--- config.mk ---
export PLATFORM = sky130hd
export DESIGN_NAME = fifo_wr_arbiter
export DESIGN_NICKNAME = d
export VERILOG_FILES = /design/src/rtl/fifo_pkg.sv /design/src/rtl/fifo_wr_arbiter_rr_pick.sv /design/src/rtl/fifo_wr_arbiter.sv
export SDC_FILE = /design/constraint.sdc
export NUM_CORES = 1
export LEC_CHECK = 0
export ABC_CLOCK_PERIOD_IN_PS = 1900
export BUFFER_PORTS_ARGS = -buffer_cell sky130_fd_sc_hd__clkbuf_2
export CAP_MARGIN = 20
export CORE_ASPECT_RATIO = 1.5
export CORE_MARGIN = 2
export CORE_UTILIZATION = 32
export CTS_CLUSTER_SIZE = 40
export DETAILED_ROUTE_END_ITERATION = 16
export PLACE_DENSITY = 0.75
export SYNTH_ARGS = -nofsm -noshare
export SYNTH_HDL_FRONTEND = slang
export SYNTH_SLANG_ARGS = --single-unit
--- constraint.sdc ---
create_clock -name clk -period 1.9 [get_ports clk]
set_input_delay 0.38 -clock clk [delete_from_list [all_inputs] [get_ports clk]]
set_output_delay 0.38 -clock clk [all_outputs]
set_load 0.005 [all_outputs]
--- src/rtl/fifo_pkg.sv ---
// Shared definitions for the fifo write-side (and future read-side) schedulers.
//   ST_IDLE / ST_LOCK : arbiter state encoding
//   clog2()           : ceil(log2(n)), never less than 1, for index/counter widths
package fifo_pkg;

    localparam logic ST_IDLE = 1'b0;
    localparam logic ST_LOCK = 1'b1;

    function automatic int clog2(input int n);
        int r;
        r = 0;
        while ((1 << r) < n) r++;
        return (r < 1) ? 1 : r;
    endfunction

endpackage

--- src/rtl/fifo_wr_arbiter_rr_pick.sv ---
// rr_pick: combinational round-robin picker.
//   req : request vector
//   ptr : index where the search starts (must be < NUM_REQ)
//   any : at least one request set
//   idx : first set request at ptr, ptr+1, ... wrapping modulo NUM_REQ
module rr_pick
    import fifo_pkg::*;
#(
    parameter int NUM_REQ = 4
) (
    input  logic [NUM_REQ-1:0]        req,
    input  logic [clog2(NUM_REQ)-1:0] ptr,
    output logic                      any,
    output logic [clog2(NUM_REQ)-1:0] idx
);

    localparam int IDX_W = clog2(NUM_REQ);

    // ptr + k is at most 2*NUM_REQ-2, so a single subtract wraps it; this
    // keeps non-power-of-2 requester counts correct.
    function automatic int wrap(input int a);
        return (a >= NUM_REQ) ? a - NUM_REQ : a;
    endfunction

    always_comb begin
        any = 1'b0;
        idx = '0;
        for (int k = 0; k < NUM_REQ; k++) begin
            if (!any && req[wrap(int'(ptr) + k)]) begin
                any = 1'b1;
                idx = IDX_W'(wrap(int'(ptr) + k));
            end
        end
    end

endmodule

--- src/rtl/fifo_wr_arbiter.sv ---
// fifo_wr_arbiter: round-robin arbiter sharing one fifo write port among
// NUM_REQ valid/ready producers. One owner is locked for up to BURST_MAX words,
// then ownership rotates to the next requester.
//   clk, reset           : clock, async active-high reset
//   req_valid/req_data   : producer channels, requester i at [i*WIDTH +: WIDTH]
//   req_ready            : one-hot (owner only) or zero
//   fifo_full            : back-pressure from the fifo; no write while set
//   w_valid/data_in      : fifo write strobe and data
//   grant_id             : current owner (meaningful while busy)
//   busy                 : arbiter holds a grant
module fifo_wr_arbiter
    import fifo_pkg::*;
#(
    parameter int WIDTH     = 32,
    parameter int NUM_REQ   = 4,
    parameter int BURST_MAX = 4
) (
    input  logic                      clk,
    input  logic                      reset,
    input  logic [NUM_REQ-1:0]        req_valid,
    input  logic [NUM_REQ*WIDTH-1:0]  req_data,
    output logic [NUM_REQ-1:0]        req_ready,
    input  logic                      fifo_full,
    output logic                      w_valid,
    output logic [WIDTH-1:0]          data_in,
    output logic [clog2(NUM_REQ)-1:0] grant_id,
    output logic                      busy
);

    localparam int IDX_W = clog2(NUM_REQ);
    localparam int CNT_W = clog2(BURST_MAX + 1);

    logic             state, state_nx;
    logic [IDX_W-1:0] owner, owner_nx;
    logic [IDX_W-1:0] rr_ptr, rr_ptr_nx;
    logic [CNT_W-1:0] burst_cnt, burst_cnt_nx;

    logic             pick_any;
    logic [IDX_W-1:0] pick_idx;
    logic             owner_valid, xfer, burst_done;
    logic [IDX_W-1:0] owner_inc;

    rr_pick #(.NUM_REQ(NUM_REQ)) u_pick (
        .req (req_valid),
        .ptr (rr_ptr),
        .any (pick_any),
        .idx (pick_idx)
    );

    assign owner_valid = req_valid[owner];
    assign xfer        = (state == ST_LOCK) && owner_valid && !fifo_full;
    assign burst_done  = (burst_cnt == CNT_W'(BURST_MAX - 1));
    // Explicit wrap so non-power-of-2 NUM_REQ never yields an out-of-range pointer.
    assign owner_inc   = (owner == IDX_W'(NUM_REQ - 1)) ? '0 : owner + IDX_W'(1);

    // State register
    always_ff @(posedge clk or posedge reset) begin
        if (reset) begin
            state     <= ST_IDLE;
            owner     <= '0;
            rr_ptr    <= '0;
            burst_cnt <= '0;
        end else begin
            state     <= state_nx;
            owner     <= owner_nx;
            rr_ptr    <= rr_ptr_nx;
            burst_cnt <= burst_cnt_nx;
        end
    end

    // Next state. A stalled fifo leaves every register untouched, so the
    // owner keeps its grant and remaining burst budget indefinitely.
    always_comb begin
        state_nx     = state;
        owner_nx     = owner;
        rr_ptr_nx    = rr_ptr;
        burst_cnt_nx = burst_cnt;
        if (state == ST_IDLE) begin
            if (pick_any) begin
                state_nx     = ST_LOCK;
                owner_nx     = pick_idx;
                burst_cnt_nx = '0;
            end
        end else begin
            if ((xfer && burst_done) || !owner_valid) begin
                state_nx  = ST_IDLE;
                rr_ptr_nx = owner_inc;
            end else if (xfer) begin
                burst_cnt_nx = burst_cnt + CNT_W'(1);
            end
        end
    end

    // Outputs: purely a function of the registered grant and live inputs.
    always_comb begin
        req_ready = '0;
        w_valid   = 1'b0;
        data_in   = '0;
        busy      = (state == ST_LOCK);
        grant_id  = owner;
        if (state == ST_LOCK) begin
            req_ready[owner] = !fifo_full;
            w_valid          = xfer;
            if (xfer) data_in = req_data[int'(owner)*WIDTH +: WIDTH];
        end
    end

endmodule

# Word level (Yosys, flattened, before mapping)
# Index checks and enable logic that the tools add are counted.
classes:
  reduce_logical: 17
  mul: 0
  n_lt_le_gt_ge: 10
  muxes: 40
  n_shift: 1
  add_sub_neg: 9
  div: 0
  n_eq_ne: 4
  bitwise: 2
ops:
  columns: ["cell", "count"]
  rows:
  - ["two-way mux 32 bit", 6]
  - ["less-than comparator 32 x 4 -> 1 bit (second input constant)", 4]
  - ["variable part select 128 x 8 -> 32 bit", 1]
  - ["greater-or-equal comparator 32 x 4 -> 1 bit (second input constant)", 3]
  - ["subtractor 32 x 4 -> 32 bit (second input constant)", 3]
  - ["two-way mux 1 bit", 18]
  - ["two-way mux 3 bit", 4]
  - ["binary-select mux 1 bit (select 2 bit)", 5]
  - ["two-way mux 2 bit", 5]
  - ["logical AND 1 bit", 7]
  - ["adder 2 x 2 -> 3 bit (second input constant)", 2]
  - ["logical NOT 1 bit", 5]
  - ["bitwise AND 4 bit", 1]
  - ["two-way mux 4 bit", 1]
  - ["AND reduction 2 bit", 2]
  - ["subtractor 2 x 3 -> 4 bit (second input constant)", 1]
  - ["adder 2 x 1 -> 3 bit (second input constant)", 1]
  - ["adder 3 x 1 -> 3 bit (second input constant)", 1]
  - ["equality test 3 x 2 -> 1 bit (second input constant)", 1]
  - ["greater-or-equal comparator 2 x 3 -> 1 bit (second input constant)", 1]
  - ["less-than comparator 2 x 3 -> 1 bit (second input constant)", 1]
  - ["AND reduction 3 bit", 1]
  - ["adder 2 x 1 -> 2 bit (second input constant)", 1]
  - ["demux 1 bit (select 2 bit)", 1]
  - ["7 further kinds", 7]
totals:
  in_bits: 135
  ram_bits: 0
  memories: 0
  rom_bits: 0
  ff_bits: 8
  latchBits: 0
  wordCells: 87
  output_inout_bits: 40

# Logic depth before layout (Yosys ltp)
logic_depth:
  ltp_word: 17
  mapped_depth: 6
  depth_no_buf: 6

# Cells and area by module
# From an unflattened synthesis, not the netlist that was laid out.
unflattened:
  hier_cells: 145
  hier_area_um2: 1576.5
by_module_without_submodules:
  columns: ["module", "seq_area_each_um2", "instances", "area_each_um2", "cells_per_inst"]
  rows:
  - ["fifo_wr_arbiter", 200.2, 1, 1498.9, 130]
  - ["rr_pick", 0.0, 1, 77.6, 15]

# Worst setup path after synthesis
# Ideal clock, no wire load.
synth_timing:
  path_type: "register to output"
  from: "reg owner[0], in the netlist grant_id[0]"
  to: "out data_in[10]"
  path_stages_with_launch: 5
  t_required_ns: 1.520
  n_path_buf: 2
  arrival_time_ns: 1.516
  setup_slack_ns: 0.004
  path_cell_list: "dfrtp_1 buf_6 buf_4 mux4_2 and3_1"
synth_between:
  elab_chain_cells: 6
  elab_cells_between_ends: 7
  cone_classes: "shift (1); mux (4); reduce/logical (2)"
synth_rtl:
  columns: ["element", "line_no", "rtl"]
  rows:
  - ["start, declared", "fifo_wr_arbiter.sv:34", "logic [IDX_W-1:0] owner, owner_nx;"]
  - ["start signal, assigned", "fifo_wr_arbiter.sv:65", "owner <= owner_nx;"]
  - ["parallel branches: the longest is 4 deep, another holds variable part select 128 x 8 -> 32 bit", null, null]
  - ["two-way mux 32 bit (*)", "fifo_wr_arbiter.sv:104", "if (xfer) data_in = req_data[int'(owner)*WIDTH +: WIDTH];"]
  - ["two-way mux 32 bit (*)", "fifo_wr_arbiter.sv:101", "if (state == ST_LOCK) begin"]
  - ["end, declared", "fifo_wr_arbiter.sv:25", "output logic [WIDTH-1:0] data_in,"]
# Every way passes the cells marked *. The select of a mux whose other input is x is not followed.

# Worst setup path after layout
layout_timing:
  from: "reg owner[0], in the netlist grant_id[0]"
  to: "out data_in[19]"
# Same word-level chain as after synthesis.

==> out/qor.txt <==
Non-Filler Instances: 396
Drt total wl: 7.252 mm
Final WS setup: -0.2107 ns
Via count: 2105
Asr flop ratio synth: 100.0%
Min-delay worst type: input pin to async pin
Crit path max-delay cell type: mux4_2
NumNets Final: 472
Cell Chain, Critical Path: mux4_2, clkbuf_16, and3_4, buf_6
Starting Density: 33.39%
TritonCTS buffer count: 3
Status: finished, violations left
Setup TNS: -5.890 ns
Pwr Total: 0.003704 W
Area fraction of the dominant cell type after synthesis: 43.12%
Area Overhead vs Synth: 93.74%
Leak Pwr: 1.589 nW
Least-Margin Pin Slew: 0.3389 ns
Worst reg2reg path depth: 6
Final Cell Area: 3137 sq um
Setup crit start kind: flip-flop
GRT overflow: 0
Synthesized Nets: 283
PortBufs: 174
Floorplan row count: 31
DP HPWL: 5.637 mm
Vias per cell: 5.316
Required time worst endpoint: 1.52 ns
CTS tree: yes
Post-route ant nets: 0
Fill cell count: 388
Simple-gate share of the synthesized area: 18.24%
#FFs+latches synth: 8
Final RePlAce weighted congestion: 0.9199
XOR/XNOR share of the synthesized area: 0%
Area leader, netlist: mux4_2
Die height: 91.12 um
Final min period: 2.111 ns
Hold-fix buffers at CTS: 0
Vias in the first global route: 2105
Area contributors post-synth: mux4_2 (43%), and3_1 (12%), dfrtp_1 (12%)
Core ar.: 4848 sq um
Die X: 62.08 um
VDD IR max: 0.0007819 V
Mean post-synth cell area: 11.40 sq um
Violated checks: negative setup slack
Max Root-Sink Buffers: 2
CTS H-tree lvls: 1
Synthesized instance count: 142
Final period util: 111.1%
Hold Fails Final Rpt: 0
Worst skew pair latency: 0.24 ns
Antenna diode count: 0
Pwr Density: 1181 nW/um^2
Wire length of the first global-routing pass: 9.756 mm
Largest family of logic cells by synthesized area: multiplexers
Ys flop type: dfrtp_1
Max Cap Viol: 0
Yosys warns: 0
Multiplexer share of the synthesized area: 49.46%
CTS Root Cell: clkbuf_8
Worst stage delay on the critical path: 0.60 ns
Worst reg-to-reg setup slack: 0.08 ns
Die ar.: 5656 sq um
CP endpoint kind: output pin
Sequential cell area: 202.7 sq um
CP arrival: 1.73 ns
Ports: 175
Synth Area in Adders: 4.637%
RSZ-0062 raised after global routing: yes
Number of library cell types mapped by synthesis: 31
CTS clk-pin slew, worst paths: 0.05 ns
Largest net degree at the start of global routing: 30
Clock sink count: 8
DR pass1 iterations: 4
Initial drt markers: 74
F_max: 473.8 MHz
Layout cell share with drive strength beyond 1: 86.67%
Wire per inst: 18.31 um
Netlist Area Pre-Place: 1619 sq um
CP Class: flip-flop to output pin
Post-synth EDFFs: 0
Initial antenna violation count: 0
Final setup violating endpoints: 33
Post-DP Area: 2690 sq um
Post-synthesis compound-gate area fraction: 7.960%
DRC: 0
GRT Util Overall: 23.35%
Multi-input logic area: 1505 sq um
Post-synthesis sequential area ratio: 12.36%
Max_slew headroom: 76.76%
Placed cells: 382
Max Clock Skew: 0.009283 ns
Final Max Slew Viols: 0
Largest fanout on the critical path: 12
repair_timing:
item / CTS / global route
resized for setup: 20 / 48
gates cloned: 2 / 1
pin swaps: 0 / 22
buffers inserted: 5 / 3
endpoints found under the setup margin: 33 / 39
critical path, delay by kind of cell (launching register included):
family | cells | cell delay, ns
simple gates | 1 | 0.18
buf+inv | 2 | 0.32
flops | 1 | 0.39
mux | 1 | 0.60
through the flow:
| stage | util (%) | setup WS, ns | hold slack (ns) |
|---|---|---|---|
| floorplan | - | 0.004314 | 0.1957 |
| global placement | 55.48 | 0.04666 | 0.3209 |
| detailed placement | 55.48 | 0.01832 | 0.3286 |
| CTS | 59.69 | -0.2068 | 0.07486 |
| global route | 64.70 | -0.2529 | 0.1058 |
| finish | 64.70 | -0.2107 | 0.06320 |
registers in the layout, summed over array words and instances, names as in the netlist:
name and count:
burst_cnt 3, busy 1, grant_id 2, rr_ptr 2
layout make-up:
cell class	count	share of cell area, %
Multi-Input combinational cell	108	47.99
Timing Repair Buffer	200	39.93
Sequential cell	8	6.462
Tap cell	66	2.633
Inverter	10	1.556
Clock buffer	4	1.436
metal layers:
metal	up-vias	GRT usage [%]	part of all wire, %
met5	-	0	0
met4	0	7.979	2.5
met3	19	5.413	9.0
met2	123	42.27	55
met1	1013	24.77	34
li1	950	-	-
cell families after synthesis:
logic type,Yosys count
muxes,37
AOI/OAI and AO/OA,17
adders and majority gates,6
DFF,8
and+or+nand+nor,48
buffers and inverters,26
power breakdown:
group          switching [W]  internal (W)  total, W
Combinational        0.00122       0.00190   0.00313
Clock              0.0000790      0.000146  0.000225
Sequential          0.000101      0.000253  0.000353
Yosys cell counts, types with 2 or more instances:
master and count:
mux2_4 2, and3_1 32, or2_2 2, mux4_2 31, and2_1 4, dfrtp_1 8
mux2i_1 2, buf_1 3, o211ai_1 3, inv_1 10, clkbuf_1 7, a21oi_1 3
nor2_1 3, o21ai_0 4, buf_4 3, ha_1 6, o22ai_1 2, mux4_1 2
nor2b_1 3
layout by cell type, fill, tap and decap left out, types with 3 or more instances in the layout:
cell        n
and3_1      4
mux4_2     33
a21oi_1     3
clkbuf_2  170
ha_4        4
and3_4     28
clkbuf_8    3
o21ai_0     4
inv_1       8
nor2_1      3
and2_4      4
buf_6       7
buf_12      7
dfrtp_1     6
o211ai_1    3
buf_4      12
worst paths after layout:
check,to,from
worst min-delay path,rr_ptr[0],reset
worst max-delay path,data_in[19],grant_id[0]
min in group clk,burst_cnt[2],burst_cnt[2]
max in group asynchronous,grant_id[1],reset
worst max register to register,rr_ptr[0],burst_cnt[0]
worst min register to register,burst_cnt[2],burst_cnt[2]
Note: power is estimated with default switching activity, not from simulation.
